==> config.mk <==
export PLATFORM = sky130hd
export DESIGN_NAME = ca_code_sequencer
export DESIGN_NICKNAME = d
export VERILOG_FILES = /design/src/rtl/ca_code_sequencer.sv
export SDC_FILE = /design/constraint.sdc
export NUM_CORES = 1
export LEC_CHECK = 0
export ABC_AREA = 1
export CORE_ASPECT_RATIO = 0.5
export CORE_MARGIN = 5
export CORE_UTILIZATION = 55
export DETAILED_ROUTE_END_ITERATION = 10
export PLACE_DENSITY = 0.9
export SLEW_MARGIN = 20
export SYNTH_ARGS = -nofsm -noshare
export SYNTH_HDL_FRONTEND = slang
export SYNTH_SLANG_ARGS = --single-unit
==> constraint.sdc <==
create_clock -name i_clk -period 2.4 [get_ports i_clk]
set_clock_uncertainty 0.05 [all_clocks]
set_input_delay 0.48 -clock i_clk [delete_from_list [all_inputs] [get_ports i_clk]]
set_output_delay 0.48 -clock i_clk [all_outputs]
set_load 0.005 [all_outputs]
==> src/rtl/ca_code_sequencer.sv <==
// Sequencer for a GPS C/A code generator: PRN tap lookup, load/run control,
// NCO-driven chip advance strobe, chip/epoch counting and delay-only slews.
`timescale 1ns/1ps
module ca_code_sequencer #(
  parameter int NCO_W  = 32,
  parameter int SLEW_W = 10
) (
  input  logic              i_clk,
  input  logic              i_rst,
  input  logic              i_enable,
  input  logic              i_cfg_valid,
  input  logic [5:0]        i_cfg_prn,
  output logic              o_cfg_ready,
  output logic              o_cfg_err,
  input  logic [NCO_W-1:0]  i_code_rate,
  input  logic              i_slew_valid,
  input  logic [SLEW_W-1:0] i_slew_chips,
  output logic              o_slew_ready,
  output logic [9:0]        o_g1_init,
  output logic [9:0]        o_g2_init,
  output logic [3:0]        o_T0,
  output logic [3:0]        o_T1,
  output logic              o_gen_rst_n,
  output logic              o_gen_adv,
  output logic [9:0]        o_chip_cnt,
  output logic              o_epoch
);

  typedef enum logic [1:0] {ST_IDLE, ST_LOAD, ST_RUN} state_t;

  state_t              r_state;
  state_t              w_state_nxt;
  logic [NCO_W-1:0]    r_nco;
  logic [9:0]          r_chip_cnt;
  logic [SLEW_W-1:0]   r_pending;
  logic                r_gen_adv;
  logic                r_epoch;
  logic                r_cfg_err;
  logic [3:0]          r_t0;
  logic [3:0]          r_t1;

  logic [3:0]          w_tap0;
  logic [3:0]          w_tap1;
  logic                w_prn_legal;
  logic                w_cfg_acc;
  logic                w_cfg_go;
  logic                w_slew_acc;
  logic                w_run;
  logic [NCO_W:0]      w_sum;
  logic                w_carry;
  logic                w_adv;

  // G2 phase-select taps for PRN 1..32
  always_comb begin
    w_tap0 = 4'd0;
    w_tap1 = 4'd0;
    case (i_cfg_prn)
      6'd1:  begin w_tap0 = 4'd2; w_tap1 = 4'd6;  end
      6'd2:  begin w_tap0 = 4'd3; w_tap1 = 4'd7;  end
      6'd3:  begin w_tap0 = 4'd4; w_tap1 = 4'd8;  end
      6'd4:  begin w_tap0 = 4'd5; w_tap1 = 4'd9;  end
      6'd5:  begin w_tap0 = 4'd1; w_tap1 = 4'd9;  end
      6'd6:  begin w_tap0 = 4'd2; w_tap1 = 4'd10; end
      6'd7:  begin w_tap0 = 4'd1; w_tap1 = 4'd8;  end
      6'd8:  begin w_tap0 = 4'd2; w_tap1 = 4'd9;  end
      6'd9:  begin w_tap0 = 4'd3; w_tap1 = 4'd10; end
      6'd10: begin w_tap0 = 4'd2; w_tap1 = 4'd3;  end
      6'd11: begin w_tap0 = 4'd3; w_tap1 = 4'd4;  end
      6'd12: begin w_tap0 = 4'd5; w_tap1 = 4'd6;  end
      6'd13: begin w_tap0 = 4'd6; w_tap1 = 4'd7;  end
      6'd14: begin w_tap0 = 4'd7; w_tap1 = 4'd8;  end
      6'd15: begin w_tap0 = 4'd8; w_tap1 = 4'd9;  end
      6'd16: begin w_tap0 = 4'd9; w_tap1 = 4'd10; end
      6'd17: begin w_tap0 = 4'd1; w_tap1 = 4'd4;  end
      6'd18: begin w_tap0 = 4'd2; w_tap1 = 4'd5;  end
      6'd19: begin w_tap0 = 4'd3; w_tap1 = 4'd6;  end
      6'd20: begin w_tap0 = 4'd4; w_tap1 = 4'd7;  end
      6'd21: begin w_tap0 = 4'd5; w_tap1 = 4'd8;  end
      6'd22: begin w_tap0 = 4'd6; w_tap1 = 4'd9;  end
      6'd23: begin w_tap0 = 4'd1; w_tap1 = 4'd3;  end
      6'd24: begin w_tap0 = 4'd4; w_tap1 = 4'd6;  end
      6'd25: begin w_tap0 = 4'd5; w_tap1 = 4'd7;  end
      6'd26: begin w_tap0 = 4'd6; w_tap1 = 4'd8;  end
      6'd27: begin w_tap0 = 4'd7; w_tap1 = 4'd9;  end
      6'd28: begin w_tap0 = 4'd8; w_tap1 = 4'd10; end
      6'd29: begin w_tap0 = 4'd1; w_tap1 = 4'd6;  end
      6'd30: begin w_tap0 = 4'd2; w_tap1 = 4'd7;  end
      6'd31: begin w_tap0 = 4'd3; w_tap1 = 4'd8;  end
      6'd32: begin w_tap0 = 4'd4; w_tap1 = 4'd9;  end
      default: begin w_tap0 = 4'd0; w_tap1 = 4'd0; end
    endcase
  end

  assign w_prn_legal = (i_cfg_prn != 6'd0) && (i_cfg_prn <= 6'd32);
  assign w_cfg_acc   = i_cfg_valid & o_cfg_ready;
  assign w_cfg_go    = w_cfg_acc & w_prn_legal;
  assign w_slew_acc  = i_slew_valid & o_slew_ready;

  // A cycle that is leaving RUN (disable or restart) must not advance the code
  assign w_run   = (r_state == ST_RUN) && i_enable && !w_cfg_go;
  assign w_sum   = {1'b0, r_nco} + {1'b0, i_code_rate};
  assign w_carry = w_sum[NCO_W];
  assign w_adv   = w_run && w_carry && (r_pending == '0);

  always_comb begin
    w_state_nxt = r_state;
    if (!i_enable) begin
      w_state_nxt = ST_IDLE;
    end else begin
      case (r_state)
        ST_IDLE: if (w_cfg_go) w_state_nxt = ST_LOAD;
        ST_LOAD: w_state_nxt = ST_RUN;
        ST_RUN:  if (w_cfg_go) w_state_nxt = ST_LOAD;
        default: w_state_nxt = ST_IDLE;
      endcase
    end
  end

  always_ff @(posedge i_clk) begin
    if (i_rst) begin
      r_state    <= ST_IDLE;
      r_nco      <= '0;
      r_chip_cnt <= '0;
      r_pending  <= '0;
      r_gen_adv  <= 1'b0;
      r_epoch    <= 1'b0;
      r_cfg_err  <= 1'b0;
      r_t0       <= 4'd2;
      r_t1       <= 4'd6;
    end else begin
      r_state   <= w_state_nxt;
      r_cfg_err <= w_cfg_acc & ~w_prn_legal;
      r_gen_adv <= w_adv;
      r_epoch   <= w_adv && (r_chip_cnt == 10'd1022);
      if (w_cfg_go) begin
        r_t0 <= w_tap0;
        r_t1 <= w_tap1;
      end
      if (r_state == ST_LOAD) begin
        r_nco      <= '0;
        r_chip_cnt <= '0;
        r_pending  <= '0;
      end else begin
        if (w_run) begin
          r_nco <= w_sum[NCO_W-1:0];
          if (w_adv) begin
            r_chip_cnt <= (r_chip_cnt == 10'd1022) ? 10'd0 : r_chip_cnt + 10'd1;
          end
          if (w_carry && (r_pending != '0)) begin
            r_pending <= r_pending - SLEW_W'(1);
          end
        end
        // Accept only happens with nothing pending, so it never races the decrement
        if (w_slew_acc) begin
          r_pending <= i_slew_chips;
        end
      end
    end
  end

  assign o_cfg_ready  = (r_state == ST_IDLE) || (r_state == ST_RUN);
  assign o_slew_ready = (r_state == ST_RUN) && (r_pending == '0);
  assign o_cfg_err    = r_cfg_err;
  assign o_g1_init    = 10'h3FF;
  assign o_g2_init    = 10'h3FF;
  assign o_T0         = r_t0;
  assign o_T1         = r_t1;
  assign o_gen_rst_n  = (r_state == ST_RUN);
  assign o_gen_adv    = r_gen_adv;
  assign o_chip_cnt   = r_chip_cnt;
  assign o_epoch      = r_epoch;

endmodule
# Word level (Yosys, flattened, before mapping)
# Memories as Yosys holds them, arrays and structs flattened. A register that Yosys moved wholly into a read port is not among the register bits.
# Cells that the tools add are included.
# classes
addsub,3
magnitude_cmp,1
eq_ne,4
n_mux,6
bitwise,6
n_reduce_logical,21
# ops
cell,count
$mux W10,4
$add A32 B32 Y33,1
$add A10 B1 Y10 const B,1
$eq A10 B10 Y1 const B,1
$logic_not A10 Y1,1
$reduce_bool A10 Y1,1
$sub A10 B1 Y10 const B,1
$logic_and A1 B1 Y1,8
$le A6 B6 Y1 const B,1
$reduce_bool A6 Y1,1
$reduce_or A2 Y1,3
$and A1 B1 Y1,4
$pmux W2 S2,1
$reduce_and A2 Y1,2
$reduce_bool A2 Y1,2
$eq A2 B1 Y1 const B,1
$eq A2 B2 Y1 const B,1
$logic_not A2 Y1,1
$mux W2,1
$ne A2 B1 Y1 const B,1
$not A1 Y1,2
$logic_not A1 Y1,1
$logic_or A1 B1 Y1,1
# word_totals
register_bits,57
romBits,512
input_bits,53
out_inout_bits,44
word_cells,49
memories,1
# mem_list
memory,words,width,rd,rd_clocked_by_memory_dff,write_ports,line,source
(name not given),64,8,1,1,0,57,case (i_cfg_prn)

# Depth between registers and ports, before layout
# Gate-level depths: netlist of the first run.
# logic_depth
word_depth,9
ltp_mapped,15
mapped_depth_nobuf,15

# Least setup slack after synthesis of the first run
# Ideal clock, no wire load.
# synth_timing
path_type,input port to flip-flop
startpoint,in i_code_rate[0]
endpoint,reg r_pending[8]
arrival_ns,2.013
slack_ns,0.222
path_stages,15
n_path_buf,1
path_cell_list,ha_1 -> fa_1 -> nand2_1 -> nand2_1 -> nand3_1 -> nand2_2 -> nand2_1 -> nand2_4 -> nand2_4 -> nand2_8 -> nand3_2 -> buf_6 -> nand3_1 -> nand2_1 -> nor2_1
# synth_between
elab_chain_len,4
# synth_rtl
item,line,source
"start, declared",15,"input logic [NCO_W-1:0] i_code_rate,"
$add A32 B32 Y33,101,"assign w_sum = {1'b0, r_nco} + {1'b0, i_code_rate};"
$logic_and A1 B1 Y1,149,if (w_carry && (r_pending != '0)) begin
$reduce_bool A2 Y1 (no source line),-,
$reduce_and A2 Y1 (no source line),-,
"end signal, assigned",150,r_pending <= r_pending - SLEW_W'(1);
"end signal, assigned",155,r_pending <= i_slew_chips;
"end, declared",35,logic [SLEW_W-1:0] r_pending;
# Every way passes these cells.
# A chain may end at the register's enable or synchronous reset.

# Worst setup path in the final report of the first run
# layout_timing
startpoint,in i_code_rate[23]
endpoint,reg r_pending[8]
# Same word-level chain as after synthesis.

==> results of run 1 <==
worst max-delay path by stage:
stage,to,depth (start not counted),slack (ps),startpoint
5_1_grt,r_pending[9]$_SDFFE_PP0P_,15,-10,i_code_rate[18]
6_report,r_pending[8]$_SDFFE_PP0P_,13,80,i_code_rate[23]
4_1_cts,r_pending[8]$_SDFFE_PP0P_,16,9,i_code_rate[0]
3_3_place_gp,r_pending[3]$_SDFFE_PP0P_,16,-280,i_code_rate[0]
3_5_place_dp,r_pending[8]$_SDFFE_PP0P_,16,-350,i_code_rate[0]
2_1_floorplan,r_pending[8]$_SDFFE_PP0P_,15,220,i_code_rate[0]
worst register-to-register path, cell delays in order, from the launching register on:
cell and delay, ps:
dfxtp_1 330, inv_2 90, ha_4 140, nand3_1 110, nor2_2 140, buf_4 130, buf_4 90, buf_4 90
buf_4 90, buf_4 90, buf_4 100, buf_4 110, nand3_1 80, inv_2 140, nand3_1 110, nand2_1 90
nand2_1 60, a21oi_1 130, nor2_1 60
sequential cells by signal (all words and copies together), names as in the netlist:
register    cells
r_pending      10
r_state         2
o_epoch         1
o_T1            4
o_chip_cnt     10
r_nco          32
o_gen_adv       1
o_cfg_err       1
o_T0            4
cells by family (layout without fill, tap and decap cells):
family / count (synthesis) / after routing / share of synthesized area, %
compound gates: 139 / 139 / 13.0
xor+xnor: 23 / 23 / 3.51
fa+ha+maj: 41 / 41 / 9.08
buf+inv: 180 / 352 / 13.7
flops: 65 / 65 / 22.7
other cells: 1 / 20 / 0.0654
simple gates: 515 / 515 / 37.9
report_power, final:
group	total (uW)	switching, uW	internal [uW]
registers	1110	9.88	1100
clock network	1260	553	712
logic	567	287	280
total	2940	850	2090
metrics by stage:
stage / instances / instance area [um^2] / power (uW) / TNS [ps]
finish: 1295 / 7840 / 2940 / 0
global route: 1295 / 7840 / 3050 / -44.2
CTS: 1292 / 7710 / 2930 / 0
detailed placement: 1268 / 7350 / 1650 / -9810
global placement: 1268 / 7350 / 1640 / -7330
floorplan: 983 / 5810 / 1410 / 0
layout make-up:
cell class | instances | area (um^2) | share of cell area, %
Clock buffer | 10 | 229 | 2.92
Multi-Input combinational cell | 738 | 3830 | 48.8
Timing Repair Buffer | 198 | 1730 | 22.1
Sequential cell | 65 | 1300 | 16.6
Inverter | 138 | 523 | 6.67
Tap cell | 140 | 175 | 2.23
Clock inverter | 6 | 51.3 | 0.654
placed cells by master (no fill, tap or decap), types with 2 or more instances in the layout:
master,instances
nand2_2,13
a31oi_1,2
and2_1,2
nand4_1,12
nor2_1,138
a21oi_1,68
a21o_1,3
a21oi_2,5
o21ai_0,38
inv_6,2
o21ai_1,13
dfxtp_1,65
or2_2,2
inv_1,121
nand2_4,2
nand3_1,67
inv_2,15
o21bai_1,3
and2_0,2
xor2_1,17
inv_4,2
nor2_2,3
clkdlybuf4s50_1,75
xnor2_1,6
nor3_1,13
ha_4,3
clkinv_4,3
ha_1,36
nand2_1,250
nand3_2,4
buf_4,118
conb_1,20
clkbuf_16,10
buf_12,3
layer usage:
metal  routed length (um)  vias up
met5                    0        -
li1                     -     3404
met3                 1450       50
met4                  455        0
met2                 8490      348
met1                 7240     3004
what timing repair did:
item | in CTS | in global routing
cloned | 0 | 1
gates resized for setup | 7 | 28
setup endpoints to repair | 1 | 32
setup buffers | 8 | 2
pin swaps | 2 | 4
==> qor.csv, run 1 <==
stage,metric,value,unit
run,max_cap_viol_count,0,
setup_path,end_kind,flip-flop,
setup_path,cp_num_buf_inv,3,
synthesis,synth_edf_count,0,
timing,worst_slack,83.5,ps
place,pre_cts_ws,-345,ps
finish,fin_nets,1244,
routing,viasPerCell,5.26,
timing,hold_violations,0,
outcome,status,"complete, no violations",
timing,fin_crit_sh,96.5,%
clock_tree,cts-root-buf,clkbuf_16,
floorplanning,initial_core_util,56.3,%
setup_path,required,2590,ps
setup_path,crit_path_max_incr_delay,410,ps
synthesis,avgSynthCellArea,5.95,um^2
routing,drt_iter0_drc,587,
setup_path,crit_type,input pin to flip-flop,
routing,postRouteAntennaNets,0,
synthesis,ys_types,45,
clock_tree,cts_max_level,3,
synthesis,syn_inst,964,
finish,fin_util,77.0,%
grt,overflow,0,
clock_tree,cts-hold-fix-buffers,0,
routing,wl,17.6,mm
setup_path,reg2reg_depth,18,
setup_path,r2r_start,r_pending[0]$_SDFFE_PP0P_,
synthesis,ys_seq_elements,65,
routing,via_count,6806,
grt,antenna_found_initial,0,
synthesis,yosys.area.top_type,dfxtp_1,
synthesis,async_reset_ff_share,0,%
worst_hold_path,hold_path_class,flip-flop to flip-flop,
grt,grt-busiest-layer,met2,
synthesis,post-synth-top-area-fraction,22.7,%
setup_path,crit_chain,clkdlybuf4s50_1 > ha_1 > nand2_2 > inv_2 > a21oi_2 > nand2_1 > a21oi_4 > nand2_8 > nand3_4 > buf_12 > nand3_1 > nand2_1 > nor2_1,
grt,use_met1,31.1,%
finish,antennaDiodeCount,0,
timing,slew_headroom,53.3,%
timing,tightest_slew,699,ps
worst_hold_path,hold_path_end,o_T0[3]$_SDFFE_PP0P_,
floorplanning,core,0.0102,mm^2
clock_tree,cts.sinks,65,
synthesis,synth_most_common_cell,nand2_1,
setup_path,worst-r2r-setup-slack,90,ps
grt,use_met2,51.1,%
routing,remaining_drc_errors,0,
pwr,power.density,375,mW/mm^2
setup_path,cp.arrival,2500,ps
place,hpwl,13.0,mm
floorplanning,die_width,154,um
place,port_buffers,76,
timing,slew_viol_final,0,
clock_tree,clk_path_buf_depth,2,
setup_path,crit_top_cell,nand2_1,
worst_hold_path,whs_path_depth,2,
grt,gr-usage-met3,5.83,%
synthesis,synth_top_cells_by_area,"dfxtp_1 23%, nand2_1 17%, nor2_1 9.2%, ha_1 8.7%, inv_1 8.1%",
setup_path,crit_fanout,10,
timing,setup-violations-final,0,
floorplanning,io_pins,97,
finish,drive_gt1_share,16.9,%
setup_path,cp_top_family,simple AND/OR/NAND/NOR gates,
grt,grt_pass1_vias,6527,
synthesis,synth_ff_type,dfxtp_1,
pwr,max-vdd-ir-drop,0.318,mV
timing,max_freq,0.432,GHz
clock_tree,cts_tree,built,
setup_path,reg2reg_to,r_pending[7]$_SDFFE_PP0P_,
clock_tree,clock_latency,340,ps
place,place.gp.congestion,0.923,
grt,grt_max_degree,40,
pwr,p_leak,0.00411,uW
timing,holdWs,435,ps
timing,rsz0062_at_grt,true,
synthesis,yosysSeqAreaShare,22.7,%
clock_tree,clk_pin_slew_worst_paths,60,ps
synthesis,synthTopCellsByCount,"260 x nand2_1, 140 x nor2_1, 124 x inv_1, 71 x a21oi_1, 70 x nand3_1",
grt,grt_usage,27.1,%
synthesis,ys_warn_count,0,
grt,grt_pass1_wl,28.6,mm
finish,syn2layout_area_growth,36.7,%
finish,fill_cells,781,
timing,period_minus_slack,2320,ps
floorplanning,die_h,82.2,um
clock_tree,numCtsBuffers,9,
synthesis,syn_area,0.00574,mm^2
worst_hold_path,min-delay-start,o_T0[3]$_SDFFE_PP0P_,
floorplanning,rows,26,
routing,wl_per_cell,13.6,um
setup_path,crit_path_top_delay_cell,clkdlybuf4s50_1,
routing,drt-pass1-iter-count,7,
setup_path,startpoint_type,input pin,
floorplanning,die-area,0.0127,mm^2
Note: power is estimated with default switching activity, not from simulation.
==> run 2, diff against run 1 <==
PLACE_DENSITY = 0.82   (was 0.9)
clock period = 2.56 ns   (was 2.4 ns; I/O delays follow)
==> run 2 against run 1 <==
Largest cell class unchanged; global-route usage down 2.1 points; critical path depth is 3 higher; clock power down 4%; sequential power down 7%; combinational power is 14% lower; register-to-register slack gained 330 ps; setup slack improved by 84 ps; non-clock buffer count is 41 lower; final area shrank 5.1%; sequential share of layout area is 0.90 points higher; critical path type unchanged; wire length decreased by 10%.
==> qor.csv, run 2 (synthesis results as in run 1) <==
stage,metric,value,unit
outcome,status,"complete, no violations",
clock_tree,clock_latency,340,ps
grt,grt_pass1_wl,26.4,mm
timing,period_minus_slack,2390,ps
finish,syn2layout_area_growth,29.7,%
setup_path,cp.arrival,2580,ps
worst_hold_path,min-delay-start,o_T0[3]$_SDFFE_PP0P_,
timing,fin_crit_sh,93.5,%
timing,tightest_slew,532,ps
routing,via_count,6423,
setup_path,reg2reg_to,r_pending[8]$_SDFFE_PP0P_,
routing,drt-pass1-iter-count,7,
finish,drive_gt1_share,12.1,%
grt,overflow,0,
clock_tree,cts_max_level,3,
clock_tree,numCtsBuffers,9,
clock_tree,cts-hold-fix-buffers,0,
routing,remaining_drc_errors,0,
timing,slew_viol_final,0,
finish,final_cell_mix,"260 x nand2_1, 139 x nor2_1, 122 x inv_1",
setup_path,startpoint_type,input pin,
setup_path,required,2750,ps
finish,largest_reg_flops,32,
pwr,power.density,368,mW/mm^2
timing,slew_headroom,64.3,%
pwr,intPower,1940,uW
routing,postRouteAntennaNets,0,
clock_tree,cts.sinks,65,
grt,grt_pass1_vias,5926,
timing,rsz0062_at_grt,false,
place,hpwl,12.2,mm
pwr,p_leak,0.00391,uW
setup_path,r2r_start,r_pending[0]$_SDFFE_PP0P_,
floorplanning,rows,26,
finish,antennaDiodeCount,0,
setup_path,crit_type,input pin to flip-flop,
timing,hold_violations,0,
clock_tree,clk_pin_slew_worst_paths,70,ps
pwr,comb_power_share,17.8,%
routing,drt_iter0_drc,374,
clock_tree,cts-root-buf,clkbuf_16,
run,max_cap_viol_count,0,
worst_hold_path,hold_path_class,flip-flop to flip-flop,
finish,instances_no_fill,1254,
timing,max_freq,0.418,GHz
floorplanning,core,0.0102,mm^2
finish,top_register,r_nco,
place,dpl.cell_count,1236,
grt,grt_max_degree,33,
worst_hold_path,whs_path_depth,2,
pwr,sw_frac_of_total,29.2,%
pwr,p_clk_share,44.4,%
finish,fin_nets,1203,
place,place.gp.congestion,0.960,
setup_path,crit_fanout,20,
grt,grt_usage,25.1,%
finish,layout_commonest_cell,nand2_1,
setup_path,worst-r2r-setup-slack,420,ps
pwr,seqPwrFrac,37.8,%
pwr,switchingPower,799,uW
setup_path,end_kind,flip-flop,
setup_path,startpoint,i_code_rate[0],
floorplanning,die_h,82.2,um
routing,wl_per_cell,12.6,um
finish,fin_util,73.0,%
setup_path,reg2reg_depth,12,
clock_tree,cts_tree,built,
grt,antenna_found_initial,0,
clock_tree,clk_path_buf_depth,2,
floorplanning,die-area,0.0127,mm^2
place,port_buffers,76,
timing,setup-violations-final,0,
floorplanning,io_pins,97,
floorplanning,initial_core_util,56.3,%
worst_hold_path,hold_path_end,o_T0[3]$_SDFFE_PP0P_,
floorplanning,die_width,154,um
pwr,max-vdd-ir-drop,0.319,mV
routing,viasPerCell,5.12,
routing,wl,15.8,mm
-- run 2: changes by cell type in the layout (fill, tap and decap cells not counted), moves of 3 or more --
| cell | delta |
|---|---|
| nand2_1 | +10 |
| nand2_2 | -10 |
| o21ai_1 | -5 |
| buf_4 | -40 |
| a21oi_1 | +3 |
| nand3_1 | +3 |
| a21oi_2 | -3 |
| o21ai_0 | +5 |
-- run 2: layer usage --
layer	vias to the layer above	share of wire [%]	global-route usage, %
met1	2820	44	30.5
met5	-	0	0
met3	26	8.3	5.26
met2	261	46	45.4
li1	3316	-	-
met4	0	1.7	7.67
-- run 2: worst max-delay path by stage --
stage / slack, ps / endpoint / depth (start not counted)
6_report: 170 / r_pending[2]$_SDFFE_PP0P_ / 16
5_1_grt: 20 / r_pending[3]$_SDFFE_PP0P_ / 16
4_1_cts: 20 / o_slew_ready / 7
3_5_place_dp: -260 / r_pending[5]$_SDFFE_PP0P_ / 16
3_3_place_gp: -180 / r_pending[8]$_SDFFE_PP0P_ / 16
2_1_floorplan: 350 / r_pending[8]$_SDFFE_PP0P_ / 15
-- run 2: cell type report --
class	count	area, um^2
Inverter	138	523
Fill cell	882	2750
Tap cell	140	175
Clock buffer	9	225
Multi-Input combinational cell	738	3740
Clock inverter	7	61.3
Sequential cell	65	1300
Timing Repair Buffer	157	1410
-- run 2: what timing repair did --
item,4_1_cts,5_1_grt
cloned,0,0
setup endpoints to repair,1,24
setup buffers,2,0
pin swaps,1,1
resized for setup,3,6
-- run 2: worst max-delay path, stage by stage --
cell and delay, ps:
clkdlybuf4s50_1 410, ha_2 200, fa_2 340, nand2_1 70
nand2_1 100, nand3_1 120, nand2_2 80, nand2_1 100
nand2_4 60, nand2_4 80, nand2_8 60, nand3_2 80
buf_12 150, nand3_1 80, nand2_1 90, nor2_1 40
-- run 2: power by group through the flow --
stage	Sequential, uW	Clock (uW)	Combinational (uW)
finish	1030	1210	486
global route	1040	1270	539
CTS	1030	1230	482
floorplan	1060	0	263
global placement	1060	0	465
detailed placement	1060	0	474
-- run 2: metrics by stage --
| step | total power, uW | setup WS, ps | setup TNS (ps) | hold WS (ps) | area (um^2) |
|---|---|---|---|---|---|
| 2_1_floorplan | 1320 | 350 | 0 | 406 | 5810 |
| 3_3_place_gp | 1520 | -175 | -3270 | 414 | 7110 |
| 3_5_place_dp | 1530 | -265 | -5730 | 409 | 7110 |
| 4_1_cts | 2750 | 19.4 | 0 | 426 | 7420 |
| 5_1_grt | 2850 | 17.3 | 0 | 456 | 7440 |
| 6_report | 2740 | 168 | 0 | 429 | 7440 |
